--- src/rtl/mux_8x2_sched.sv ---
// Round-robin scheduler that routes one of 8 requesters through the dual-bank mux_8x2.
// Optional forced release of long grants: define MUX_8X2_SCHED_TIMEOUT_EN.
module mux_8x2_sched #(
    parameter int MAX_HOLD = 15,
    parameter int CNT_W    = 8
) (
    input  logic       clk,
    input  logic       rst,
    input  logic [7:0] req,
    input  logic       done,
    output logic [7:0] gnt,
    output logic       sela,
    output logic       selb,
    output logic       e1,
    output logic       e2,
    output logic       busy,
    output logic       timeout
);
`ifdef MUX_8X2_SCHED_TIMEOUT_EN
    localparam bit TO_EN = 1'b1;
`else
    localparam bit TO_EN = 1'b0;
`endif

    typedef enum logic {IDLE, GRANT} state_t;

    state_t           state_q, state_d;
    logic [7:0]       gnt_q, gnt_d;
    logic             sela_q, sela_d, selb_q, selb_d;
    logic             e1_q, e1_d, e2_q, e2_d;
    logic             busy_q, busy_d, timeout_q, timeout_d;
    logic [2:0]       ptr_q, ptr_d, idx_q, idx_d;
    logic [CNT_W-1:0] cnt_q, cnt_d;

    logic       win_found;
    logic [2:0] win_idx;
    logic [2:0] cand;
    logic       rel, at_limit, force_rel;

    // First set request at or above ptr, wrapping 7 -> 0.
    always_comb begin
        win_found = 1'b0;
        win_idx   = ptr_q;
        cand      = '0;
        for (int k = 0; k < 8; k++) begin
            cand = ptr_q + 3'(k);
            if (!win_found && req[cand]) begin
                win_found = 1'b1;
                win_idx   = cand;
            end
        end
    end

    assign rel       = done || !req[idx_q];
    assign at_limit  = (cnt_q == CNT_W'(MAX_HOLD - 1));
    assign force_rel = TO_EN && at_limit && !rel;

    always_comb begin
        state_d   = state_q;
        gnt_d     = gnt_q;
        sela_d    = sela_q;
        selb_d    = selb_q;
        e1_d      = e1_q;
        e2_d      = e2_q;
        busy_d    = busy_q;
        timeout_d = 1'b0;
        ptr_d     = ptr_q;
        idx_d     = idx_q;
        cnt_d     = cnt_q;
        case (state_q)
            IDLE: begin
                if (win_found) begin
                    state_d = GRANT;
                    idx_d   = win_idx;
                    gnt_d   = 8'b1 << win_idx;
                    sela_d  = win_idx[0];
                    selb_d  = win_idx[1];
                    e1_d    = !win_idx[2];
                    e2_d    = win_idx[2];
                    busy_d  = 1'b1;
                    cnt_d   = '0;
                end
            end
            GRANT: begin
                cnt_d = (cnt_q == '1) ? cnt_q : cnt_q + 1'b1;
                // Release drops enables for a full cycle before the next winner is routed.
                if (rel || force_rel) begin
                    state_d   = IDLE;
                    gnt_d     = '0;
                    e1_d      = 1'b0;
                    e2_d      = 1'b0;
                    busy_d    = 1'b0;
                    ptr_d     = idx_q + 3'd1;
                    timeout_d = force_rel;
                end
            end
            default: state_d = IDLE;
        endcase
    end

    always_ff @(posedge clk or posedge rst) begin
        if (rst) begin
            state_q   <= IDLE;
            gnt_q     <= '0;
            sela_q    <= 1'b0;
            selb_q    <= 1'b0;
            e1_q      <= 1'b0;
            e2_q      <= 1'b0;
            busy_q    <= 1'b0;
            timeout_q <= 1'b0;
            ptr_q     <= '0;
            idx_q     <= '0;
            cnt_q     <= '0;
        end else begin
            state_q   <= state_d;
            gnt_q     <= gnt_d;
            sela_q    <= sela_d;
            selb_q    <= selb_d;
            e1_q      <= e1_d;
            e2_q      <= e2_d;
            busy_q    <= busy_d;
            timeout_q <= timeout_d;
            ptr_q     <= ptr_d;
            idx_q     <= idx_d;
            cnt_q     <= cnt_d;
        end
    end

    assign gnt     = gnt_q;
    assign sela    = sela_q;
    assign selb    = selb_q;
    assign e1      = e1_q;
    assign e2      = e2_q;
    assign busy    = busy_q;
    assign timeout = timeout_q;
endmodule

--- config.mk ---
export PLATFORM = sky130hd
export DESIGN_NAME = mux_8x2_sched
export DESIGN_NICKNAME = d
export VERILOG_FILES = /design/src/rtl/mux_8x2_sched.sv
export SDC_FILE = /design/constraint.sdc
export NUM_CORES = 1
export LEC_CHECK = 0
export ABC_AREA = 1
export CAP_MARGIN = 25
export CORE_MARGIN = 5
export CORE_UTILIZATION = 35
export DETAILED_ROUTE_END_ITERATION = 10
export SYNTH_ARGS = -nofsm -noshare
export SYNTH_HDL_FRONTEND = slang
export SYNTH_SLANG_ARGS = --single-unit
--- constraint.sdc ---
create_clock -name clk -period 2.9 [get_ports clk]
set_input_delay 0.58 -clock clk [delete_from_list [all_inputs] [get_ports clk]]
set_output_delay 0.58 -clock clk [all_outputs]
set_load 0.01 [all_outputs]
==> parameters.txt, run 1 <==
Parameter                              Value

Finish
  Area Growth Syn to Fin    23.92%
  Fraction of final layout cells with drive strength greater than 1    0.1719
  Fill cell total of the finished layout    497
  Antenna cell count    0
  Fin nets    300

Clock network
  Postcts setup bufs    0
  Clock edge transition at the registers on the reported setup and hold paths    roughly 0.070 ns
  Post-cts sizing count    0
  Number of buffers inserted by hold repair at cts    0
  Clock root buffer master    clkbuf_8
  Total clock buffers created by CTS    3
  Insertion delay to the later sink of the worst-skew pair    between 0.2 and 0.3 ns
  # H-tree levels    1
  TritonCTS clock tree    done
  Number of sinks driven by the clock tree    18
  Clk buf depth    2

Floorplan
  Die outline area    between 6000 and 7000 sq um
  Die span in y    about 79 um
  Number of rows in the core area    25
  Core Footprint    between 4000 and 5000 sq um
  Chip width    78.83 um
  Initial Utilization    0.3557
  Top-level I/O count    25

Synth
  Count of flip-flops with a built-in enable after synthesis    0
  Sequential fraction of the synthesis area    0.2717
  Cell area after technology mapping    ~1700 sq um
  Leading post-synthesis cells by instance count    nand2_1 (102), nand3_1 (44), dfrtp_1 (18)
  Most instantiated library cell after synthesis    nand2_1
  Synthesized net count    between 200 and 300
  Flip-flop and latch count after synthesis    18
  Post-Synthesis Cells    251
  Synthesized area divided by synthesized cell count    roughly 6.6 sq um
  Flip-flop cell with the highest count after synthesis    dfrtp_1
  Count of warnings emitted by yosys    0
  Cell type with the largest total area after synthesis    dfrtp_1
  Fraction of synthesis flops using an asynchronous set or reset pin    1.000
  Cell types occupying the most area after synthesis    dfrtp_1 (27%), nand2_1 (23%), nand3_1 (13%)
  Count of cell types in the netlist    33
  Area fraction of the dominant cell type after synthesis    0.2717

Detailed routing
  DRC errors left    0
  First-pass iteration count of the detailed router    4
  Mean routed wirelength per cell    11.90 um
  Count of vias placed by the detailed router    1656
  Routed WL    slightly above 4000 um
  Vias per Instance    between 4 and 5
  Count of antenna-violating nets left after detailed routing    0
  Iteration-0 DRC Markers    between 100 and 150

STA
  Worst Hold Slack    around 0.48 ns
  Slew of the pin with the lowest slew margin    around 0.67 ns
  Headroom to the max-slew limit    0.5510
  Setup violations, final    0
  Fin. Hold Viols    0
  Highest attainable clock frequency    ~400 MHz
  Final Max Tran Viols    0
  Final critical delay including setup and external delays    between 2 and 3 ns
  Clock Skews    around 0.0028 ns
  Final cycle utilization of the critical path    0.8755
  Setup WS post-layout    0.3610 ns
  Setup TNS    0 ns
  Setup repair after global routing missed its margin    no

Place
  Half-perimeter wire length after placement    around 3300 um
  Total of buffers placed on input and output ports    23
  RePlAce Congestion    about 0.85
  Setup slack after placement    between 0.1 and 0.15 ns

GRT
  Number of global-route vias before repair    between 1500 and 2000
  Maximum number of pins on one net before global-route repair    19
  Leftover overflow at the end of global routing    0
  Global router's overall resource usage    0.1381
  First-pass GRT wire length    ~7100 um
  Antenna violations before repair    0

Worst setup path
  Delay of the slowest cell on the worst path    around 0.45 ns
  Most common cell type on the critical path    nand2_1
  Worst path slowest cell    clkdlybuf4s50_1
  Startpoint class of the critical path    primary input
  Top fanout value on the critical path    7
  Data arrival time at the worst-slack endpoint    ~2.7 ns
  CP Class    in2reg
  Worst-path cell chain    clkdlybuf4s50_1, nand2_1, nand3_1, nand2_1, nand2_1, nand2_2, nand3_2, nor2_4, nand3_1, o21ai_1, inv_1, nand2_1, nand2_1, nand2_1, nand2_1, nand2_1, o21ai_1
  Required time reported for the critical path endpoint    between 3 and 4 ns
  Endpoint class of the critical path    flop

Run status
  Result of the run    finished clean

Worst hold path
  Type of the most critical hold path    reg2reg

Job
  MaxCap Viol Count    0
## cell type report
type                    instances  area (sq um)  area share
multi-input cells             208          1085      0.5280
inverters                      20         76.32     0.03715
well taps                      54         67.56     0.03289
flip-flops and latches         18         450.4      0.2192
repair buffers                 35         320.3      0.1559
clock buffers                   4         55.05     0.02680
## state kept, by name (all words and copies together) (netlist names)
name / count
gnt: 8
e2: 1
busy: 1
e1: 1
state_q: 1
ptr_q: 3
idx_q: 3
## kinds of logic after synthesis
kind of cell | after synthesis | synth area share
other cells | 1 | 0.002262
buf+inv | 25 | 0.07396
fa+ha+maj | 3 | 0.02264
flops | 18 | 0.2717
compound gates | 19 | 0.07019
simple gates | 179 | 0.5057
mux | 2 | 0.01208
xor+xnor | 4 | 0.04152
## per-stage QoR
step                utilization  cells  cell area (sq um)
finish                   0.4408    339               2054
floorplan                     -    251               1658
CTS                      0.4408    339               2054
detailed placement       0.4290    335               1999
global placement         0.4290    335               1999
global route             0.4408    339               2054
## worst paths after layout
| check | endpoint | slack [ns] | start | cells past startpoint |
|---|---|---|---|---|
| hold reg to reg | gnt[4]$_DFFE_PP0P_ | 0.48 | gnt[4]$_DFFE_PP0P_ | 2 |
| min in group asynchronous | busy$_DFFE_PP0P_ | 0.73 | rst | 2 |
| setup reg to reg | idx_q[2]$_DFFE_PP0P_ | 0.40 | ptr_q[1]$_DFFE_PP0P_ | 18 |
| hold / removal | gnt[4]$_DFFE_PP0P_ | 0.48 | gnt[4]$_DFFE_PP0P_ | 2 |
| setup / recovery | idx_q[2]$_DFFE_PP0P_ | 0.36 | req[7] | 17 |
| max in group asynchronous | idx_q[1]$_DFFE_PP0P_ | 1.74 | rst | 2 |
## per-layer routing
layer | routed length, um | share of wire | vias up | global-route usage
li1 | - | - | 884 | -
met1 | 1971 | 0.49 | 745 | 0.1916
met2 | 1928 | 0.48 | 25 | 0.2411
met3 | 119 | 0.029 | 2 | 0.009070
met4 | 14 | 0.0035 | 0 | 0.02062
met5 | 0 | 0 | - | 0
## worst max-delay path, delay by kind of cell
kind            cells  cell delay (ns)
compound gates      2             0.21
simple gates       13             1.34
buf+inv             2             0.50
## cells in the final DEF, fill, tap and decap left out, drive strengths merged
cell type	count
dfrtp	18
nand3	46
o221ai	2
ha	3
nor2	22
inv	19
o21ai	9
nand2	108
a21oi	4
clkdlybuf4s50	23
o21bai	1
conb	1
xnor2	2
xor2	2
clkbuf	4
nand3b	1
nand4	2
a31oi	3
mux2i	2
buf	12
clkinv	1
Power of run 1 is left out: the tool's default activity adds up to more than one toggle a clock period on the data nets, which glitch-free logic cannot reach.
==> run 2, diff against run 1 <==
==> constraint.sdc (replaced) <==
create_clock -name clk -period 2.95 [get_ports clk]
set_input_delay 0.59 -clock clk [delete_from_list [all_inputs] [get_ports clk]]
set_output_delay 0.59 -clock clk [all_outputs]
set_load 0.01 [all_outputs]
==> parameters.txt, run 2 (same netlist as run 1, synthesis figures left out) <==
Parameter                              Value

Detailed routing
  Mean routed wirelength per cell    ~12 um
  Count of vias placed by the detailed router    1665
  Count of antenna-violating nets left after detailed routing    0
  First-pass iteration count of the detailed router    5
  Iteration-0 DRC Markers    100
  Vias per Instance    4.970
  DRC errors left    0
  Routed WL    around 4100 um

Worst setup path
  Required time reported for the critical path endpoint    3.08 ns
  Data arrival time at the worst-slack endpoint    2.65 ns
  CP Class    in2reg
  Top fanout value on the critical path    7
  Startpoint class of the critical path    primary input
  Endpoint class of the critical path    flop

Clock network
  Post-cts sizing count    0
  TritonCTS clock tree    done
  # H-tree levels    1
  Insertion delay to the later sink of the worst-skew pair    approximately 0.26 ns
  Number of buffers inserted by hold repair at cts    0
  Number of sinks driven by the clock tree    18
  Postcts setup bufs    0
  Clock edge transition at the registers on the reported setup and hold paths    roughly 0.07 ns
  Total clock buffers created by CTS    3
  Clk buf depth    2
  Clock root buffer master    clkbuf_8

GRT
  Antenna violations before repair    0
  Leftover overflow at the end of global routing    0
  First-pass GRT wire length    about 7000 um
  Maximum number of pins on one net before global-route repair    19
  Global router's overall resource usage    0.1411
  Number of global-route vias before repair    between 1500 and 2000

Place
  Half-perimeter wire length after placement    around 3300 um
  Total of buffers placed on input and output ports    23
  RePlAce Congestion    around 0.87

Floorplan
  Top-level I/O count    25
  Die span in y    between 70 and 80 um
  Core Footprint    approximately 4700 sq um
  Number of rows in the core area    25
  Initial Utilization    0.3557
  Die outline area    6213 sq um
  Chip width    about 79 um

Finish
  Antenna cell count    0
  Fin nets    approximately 300
  Fraction of final layout cells with drive strength greater than 1    0.1601
  Final Util    0.4344
  Area Growth Syn to Fin    22.11%
  Most common cell after layout, fill and taps aside    nand2_1
  Number of flip-flops under the largest register name    8
  Commonest cells after routing, fill and taps aside    nand2_1 (102), nand3_1 (44), clkdlybuf4s50_1 (23)
  Fill cell total of the finished layout    468

STA
  Final critical delay including setup and external delays    ~2.5 ns
  Setup TNS    0 ns
  Clock Skews    between 0.001 and 0.0015 ns
  Fin. Hold Viols    0
  Final cycle utilization of the critical path    0.8540
  Setup repair after global routing missed its margin    no
  Setup violations, final    0
  Slew of the pin with the lowest slew margin    approximately 0.68 ns
  Highest attainable clock frequency    between 300 and 400 MHz
  Final Max Tran Viols    0
  Headroom to the max-slew limit    0.5467

Run status
  Result of the run    finished clean

Job
  MaxCap Viol Count    0

Worst hold path
  Type of the most critical hold path    reg2reg
==> run 2: cell type report <==
cell class                      instances  area [sq um]  share of cell area
Clock buffer                            4         55.05             0.02719
Inverter                               20         76.32             0.03770
Multi-Input combinational cell        208          1085              0.5358
Sequential cell                        18         450.4              0.2225
Tap cell                               54         67.56             0.03337
Timing Repair Buffer                   31         290.3              0.1434
==> run 2: layer usage <==
| metal | up-vias | routed length [um] | track usage |
|---|---|---|---|
| met4 | 0 | 46 | 0.03608 |
| met1 | 767 | 2103 | 0.2118 |
| met3 | 4 | 87 | 0.01247 |
| met2 | 18 | 1834 | 0.2173 |
| met5 | - | 0 | 0 |
| li1 | 876 | - | - |
==> run 2: worst paths after layout <==
| check | startpoint | endpoint | slack (ns) | cells after the start |
|---|---|---|---|---|
| worst min register to register | gnt[4]$_DFFE_PP0P_ | gnt[4]$_DFFE_PP0P_ | 0.48 | 2 |
| worst max register to register | ptr_q[0]$_DFFE_PP0P_ | idx_q[2]$_DFFE_PP0P_ | 0.44 | 18 |
| max in group asynchronous | rst | gnt[4]$_DFFE_PP0P_ | 1.79 | 2 |
| worst max-delay path | req[7] | idx_q[2]$_DFFE_PP0P_ | 0.43 | 17 |
| worst min-delay path | gnt[4]$_DFFE_PP0P_ | gnt[4]$_DFFE_PP0P_ | 0.48 | 2 |
| min in group asynchronous | rst | state_q$_DFF_PP0_ | 0.73 | 2 |
==> run 2: stage by stage <==
stage          instance area, sq um  cells  setup WS [ns]  hold WS, ns
6_report                       2024    335         0.4307       0.4797
5_1_grt                        2024    335         0.1181       0.5081
4_1_cts                        2024    335         0.4503       0.4848
2_1_floorplan                  1658    251         0.5840       0.5155
3_3_place_gp                   1969    331         0.1729       0.4652
3_5_place_dp                   1969    331         0.1900       0.4646
==> run 2: critical path: stages <==
cell and delay (ns):
clkdlybuf4s50_1 0.46, nand2_1 0.11, nand3_1 0.10, nand2_1 0.12, nand2_1 0.07, nand2_2 0.15
nand3_2 0.12, nor2_4 0.13, nand3_1 0.12, o21ai_1 0.15, inv_1 0.05, nand2_1 0.08
nand2_1 0.05, nand2_1 0.05, nand2_1 0.12, nand2_1 0.11, o21ai_1 0.06
Power of run 2 is left out for the same reason.
==> variant 1 (config.mk and constraints of run 2) <==
Build with the macro `MUX_8X2_SCHED_TIMEOUT_EN` defined.
--- a/src/rtl/mux_8x2_sched.sv
+++ b/src/rtl/mux_8x2_sched.sv
@@ -1,4 +1,6 @@
 // Round-robin scheduler that routes one of 8 requesters through the dual-bank mux_8x2.
 // Optional forced release of long grants: define MUX_8X2_SCHED_TIMEOUT_EN.
+`define MUX_8X2_SCHED_TIMEOUT_EN
+
 module mux_8x2_sched #(
     parameter int MAX_HOLD = 15,
Behaviour: same outputs for any inputs over 10 cycles, from zero or initial values and one cycle with rst high; that may be too few to reach the edited logic, so the function may still have changed.
==> variant 1 against run 2 <==
Core utilization decreased by 1.1 points. Cell area increased by 22%. Synthesized cell count grew 20%. Synthesized area grew 26%. Largest cell class unchanged. Critical path depth down 2. Critical endpoint is now e1$_DFFE_PP0P_. Routed wire length up 23%. Sequential cell count up 9. Worst setup slack lost 0.048 ns. Sequential share of layout area up 5.1 points. Critical path type is now reg -> reg.
Power is not shown: default switching activity piles up to over one toggle a cycle in this logic, so the estimate is an artifact.
==> variant 1: results (changes against run 2) <==
Outcome
  • Result of the run: completed

Cells and area
  • Fraction of area in non-clock buffers: 12.1% (-2.2 points)
  • Relative area of clock buffers and inverters in the final design: 1.87% (-0.85 points)
  • Final Net Count: 348 (+18%)
  • Fraction of area in multi-input gates: 50.2% (-3.4 points)
  • Total of plain and repair buffers excluding clock buffers: 32 (+3.2%)
  • Layout filler cell count: 603 (+29%)
  • Ratio of cells with drive above 1 in the final layout: 13.9% (-2.1 points)
  • Sequential cell count: 27 (+9)
  • Number of logic inverters in the finished layout: 30 (+50%)
  • Area occupied by registers: 676 um2 (+50%)
  • Count of multi-input gates: 238 (+14%)

CTS
  • Clock transition at path regs: 0.09 ns (+0.02 ns)

Setup path
  • Setup slack, reg-to-reg: 0.38 ns (-0.06 ns)
  • Maximum fanout along the worst path: 11 (+4)
  • Crit. Startpoint: ptr_q[0]$_DFFE_PP0P_
  • Sort of element at the end of the critical path: register
  • R2R Path End: e1$_DFFE_PP0P_

Placed design
  • Post-detailed-placement half-perimeter wirelength: 3970 um (+20%)
  • Global placer's final weighted congestion: 0.871 (+0.11%)
  • Count of input and output buffers: 24 (+4.3%)
  • Placed instance area: 2430 um2 (+23%)
  • Number of placed cells counting well taps: 402 (+21%)

Worst hold path
  • Terminating pin of the worst hold path: busy$_DFFE_PP0P_
  • Startpoint of the most critical hold path: busy$_DFFE_PP0P_

Routing
  • Wirelength, routed: 5010 um (+23%)
  • DR vias/cell: 4.90 (-1.5%)
  • Initial detailed-routing violation count: 123 (+23%)
  • Drt first pass iters: 4 (-1)

Yosys
  • Top cells by instance count after synthesis: sky130_fd_sc_hd__nand2_1 (102), sky130_fd_sc_hd__nand3_1 (47), sky130_fd_sc_hd__dfrtp_1 (27)
  • Mapped Nets: 317 (+20%)
  • Share of the yosys chip area belonging to registers: 32.4% (+5.2 points)
  • Syn Inst Count: 301 (+20%)
  • Synth top area cells: sky130_fd_sc_hd__dfrtp_1 (32%), sky130_fd_sc_hd__nand2_1 (18%), sky130_fd_sc_hd__nand3_1 (11%)

Timing
  • Fmax: 0.390 GHz (-1.9%)

Global route
  • Largest net degree at the start of global routing: 28 (+9)
  • Via count of the first global-routing pass: 1945 (+26%)
  • Global-route usage over all layers: 13.9% (-0.23 points)

Die
  • Standard-cell rows: 28 (+12%)
variant 1: cell types whose count changed in the layout (fill, tap and decap cells not counted), sizes merged, moves of 5 or more:
cell / change
inv: +9
o21ai: +5
o22ai: +5
nand2: +6
dfrtp: +9
variant 1: worst max-delay path: stages, from the launching register on:
cell and delay, ns:
sky130_fd_sc_hd__dfrtp_1 0.40, sky130_fd_sc_hd__inv_4 0.04, sky130_fd_sc_hd__ha_1 0.42, sky130_fd_sc_hd__inv_2 0.15, sky130_fd_sc_hd__nand3_1 0.12, sky130_fd_sc_hd__nand3_1 0.11, sky130_fd_sc_hd__nand2_2 0.10, sky130_fd_sc_hd__nor2_4 0.13
sky130_fd_sc_hd__nand4_4 0.10, sky130_fd_sc_hd__nor2_4 0.17, sky130_fd_sc_hd__nand2_1 0.08, sky130_fd_sc_hd__nor2_2 0.19, sky130_fd_sc_hd__nor2_4 0.08, sky130_fd_sc_hd__nor2_4 0.24, sky130_fd_sc_hd__nand2_1 0.08, sky130_fd_sc_hd__o21ai_1 0.09
variant 1: kinds of logic (layout without fill, tap and decap cells):
kind of cell    count (synthesis)  after routing  synth area share [%]
simple gates                  194            194                  44.0
buf+inv                        36             66                  8.10
compound gates                 30             30                  8.64
flops                          27             27                  32.4
xor+xnor                        7              7                  2.94
fa+ha+maj                       5              5                  3.00
mux                             2              2                 0.960
variant 1: through the flow:
| stage | hold slack, ns | util (%) |
|---|---|---|
| floorplan | 0.490 | - |
| global placement | 0.466 | 41.5 |
| detailed placement | 0.463 | 41.5 |
| CTS | 0.490 | 42.3 |
| global route | 0.531 | 42.3 |
| finish | 0.483 | 42.3 |
variant 1: layer usage:
metal | wire length, um | global-route usage, %
met1 | 2340 | 18.2
met2 | 2410 | 23.7
met3 | 139 | 1.32
met4 | 114 | 5.16
met5 | 0 | 0
==> variant 2 (settings of run 2) <==
Without the edit above. Register the output `timeout` once more, with the module's reset; this adds one clock of latency there. The other outputs are not delayed to match.
--- a/src/rtl/mux_8x2_sched.sv
+++ b/src/rtl/mux_8x2_sched.sv
@@ -133,5 +133,11 @@
     assign e2      = e2_q;
     assign busy    = busy_q;
-    assign timeout = timeout_q;
+    always_ff @(posedge clk or posedge rst) begin
+        if (rst) begin
+            timeout <= '0;
+        end else begin
+            timeout <= timeout_q;
+        end
+    end
 endmodule
 
Check against the original RTL: equivalent (Yosys induction, for registers that start in step).
==> variant 2 against run 2 <==
Cell area shrank 0.74%. Clock skew grew 0.0012 ns. Core utilization grew 1.8 points. Non-clock buffer count grew 1. Via count is 3.0% lower. Worst setup slack worse by 0.065 ns. Register-to-register slack lost 0.07 ns. Synthesized area decreased by 1.2%. Sequential cell count stayed put. Routed wire length increased by 0.98%. Worst hold slack gained 0.0024 ns. Critical endpoint unchanged.
Power is not shown: default switching activity piles up to over one toggle a cycle in this logic, so the estimate is an artifact.
==> variant 2: results (changes against run 2) <==
Yosys
  • Share of the yosys chip area belonging to registers: 27.5% (+0.33 points)
  • Biggest area consumer among synthesized cells: sky130_fd_sc_hd__dfrtp_1
  • Synth top area cells: sky130_fd_sc_hd__dfrtp_1 (28%), sky130_fd_sc_hd__nand2_1 (23%), sky130_fd_sc_hd__nand3_1 (13%)
  • Async S/R FF share, synth: 100% (unchanged)
  • Mapped Nets: 265 (unchanged)
  • Top cells by instance count after synthesis: sky130_fd_sc_hd__nand2_1 (100), sky130_fd_sc_hd__nand3_1 (43), sky130_fd_sc_hd__dfrtp_1 (18)
  • Yosys warnings: 0 (unchanged)
  • Most used flip-flop cell after synthesis: sky130_fd_sc_hd__dfrtp_1
  • Unique cell type count in the Yosys netlist: 32 (-3.0%)

Global route
  • Global-route usage over all layers: 14.4% (+0.33 points)
  • Via count of the first global-routing pass: 1602 (+3.4%)
  • First-pass GRT wire length: 7270 um (+1.8%)
  • Number of antenna violations at the first check in global routing: 0 (unchanged)
  • Largest net degree at the start of global routing: 19 (unchanged)

CTS
  • CTS root buf: sky130_fd_sc_hd__clkbuf_8
  • Post-CTS Repair Setup Buffers: 0 (unchanged)
  • Clock transition at path regs: 0.07 ns (about the same)
  • Insertion delay to the later sink of the worst-skew pair: 0.25 ns
  • CTS max path bufs: 2 (unchanged)
  • Inserted Clock Buffers: 3 (unchanged)
  • CTS resizes: 0 (unchanged)
  • H-tree level count: 1 (unchanged)

Cells and area
  • Final standard cell count with taps included and fillers excluded: 334 (-0.30%)
  • Layout filler cell count: 484 (+3.4%)
  • Max FFs per register: 8 (unchanged)
  • Final Net Count: 297 (+0.34%)
  • Final non-filler cell area: 2010 um2 (-0.74%)
  • Ratio of cells with drive above 1 in the final layout: 16.0% (-0.057 points)
  • Antenna fix cells: 0 (unchanged)

Setup path
  • Data arrival time of the worst path: 2.71 ns (+0.06 ns)
  • Register-to-Register Path Depth: 18 (unchanged)
  • Maximum fanout along the worst path: 6 (-1)

Routing
  • Initial detailed-routing violation count: 96 (-4.0%)
  • Wirelength, routed: 4110 um (+0.98%)
  • DR vias/cell: 4.84 (-2.7%)
  • Drt first pass iters: 4 (-1)

Timing
  • Clock skew after layout: 0.00242 ns (+0.00117 ns)
  • Tightest Pin Transition: 0.666 ns (-0.0135 ns)
  • Final setup violation count: 0 (unchanged)

Placed design
  • Post-detailed-placement half-perimeter wirelength: 3320 um (+0.65%)
  • Global placer's final weighted congestion: 0.862 (-1.0%)
  • Count of input and output buffers: 23 (unchanged)
  • Pre-CTS setup slack: 0.166 ns (-0.0238 ns)

Worst hold path
  • Worst hold path cell count: 2 (unchanged)
  • Worst hold-check path type: reg -> reg

Outcome
  • Result of the run: completed
## variant 2: cell count changes after synthesis, sizes merged
cell	delta
nand3	-1
nand2	+1
## variant 2: path summary, 6_finish.rpt
path,from,endpoint,slack (ns)
setup / recovery,ptr_q[0]$_DFFE_PP0P_,idx_q[2]$_DFFE_PP0P_,0.37
max in group asynchronous,rst,gnt[0]$_DFFE_PP0P_,1.80
setup reg to reg,ptr_q[0]$_DFFE_PP0P_,idx_q[2]$_DFFE_PP0P_,0.37
min in group asynchronous,rst,state_q$_DFF_PP0_,0.73
hold reg to reg,gnt[5]$_DFFE_PP0P_,gnt[5]$_DFFE_PP0P_,0.48
hold / removal,gnt[5]$_DFFE_PP0P_,gnt[5]$_DFFE_PP0P_,0.48
## variant 2: cell type report
type                            count  area share [%]
Clock buffer                        4            2.74
Inverter                           20            3.80
Multi-Input combinational cell    208            53.0
Sequential cell                    18            22.4
Tap cell                           52            3.24
Timing Repair Buffer               32            14.8
## variant 2: critical path: stages (launching register included)
cell                      delay [ns]
sky130_fd_sc_hd__dfrtp_1        0.36
sky130_fd_sc_hd__inv_2          0.04
sky130_fd_sc_hd__ha_1           0.36
sky130_fd_sc_hd__inv_1          0.23
sky130_fd_sc_hd__nand3_1        0.16
sky130_fd_sc_hd__nand2_1        0.10
sky130_fd_sc_hd__nand2_1        0.05
sky130_fd_sc_hd__nand2_1        0.13
sky130_fd_sc_hd__nand3_1        0.11
sky130_fd_sc_hd__nor2_2         0.18
sky130_fd_sc_hd__nand3_2        0.11
sky130_fd_sc_hd__o21ai_1        0.13
sky130_fd_sc_hd__inv_1          0.05
sky130_fd_sc_hd__nand2_1        0.08
sky130_fd_sc_hd__nand2_1        0.05
sky130_fd_sc_hd__nand2_1        0.07
sky130_fd_sc_hd__nand2_2        0.09
sky130_fd_sc_hd__nand2_1        0.09
sky130_fd_sc_hd__o21ai_1        0.07
## variant 2: cell families (layout without fill, tap and decap cells)
group                    after synthesis  in the layout  synth area share (%)
AO/OA/AOI/OAI                         19             19                  7.10
XOR/XNOR                               4              4                  3.06
AND/OR/NAND/NOR                      179            179                  51.1
adder cells (fa/ha/maj)                3              3                  2.29
other                                  1              1                 0.229
multiplexers                           2              2                  1.22
buffers and inverters                 25             56                  7.49
flip-flops                            18             18                  27.5
## variant 2: per-layer routing
layer / vias to the layer above / track usage, % / wire [um] / share of wire (%)
li1: 875 / - / - / -
met1: 718 / 20.0 / 2050 / 50
met2: 18 / 24.3 / 1950 / 47
met3: 4 / 0.915 / 72 / 1.8
met4: 0 / 4.20 / 40 / 0.97
met5: - / 0 / 0 / 0
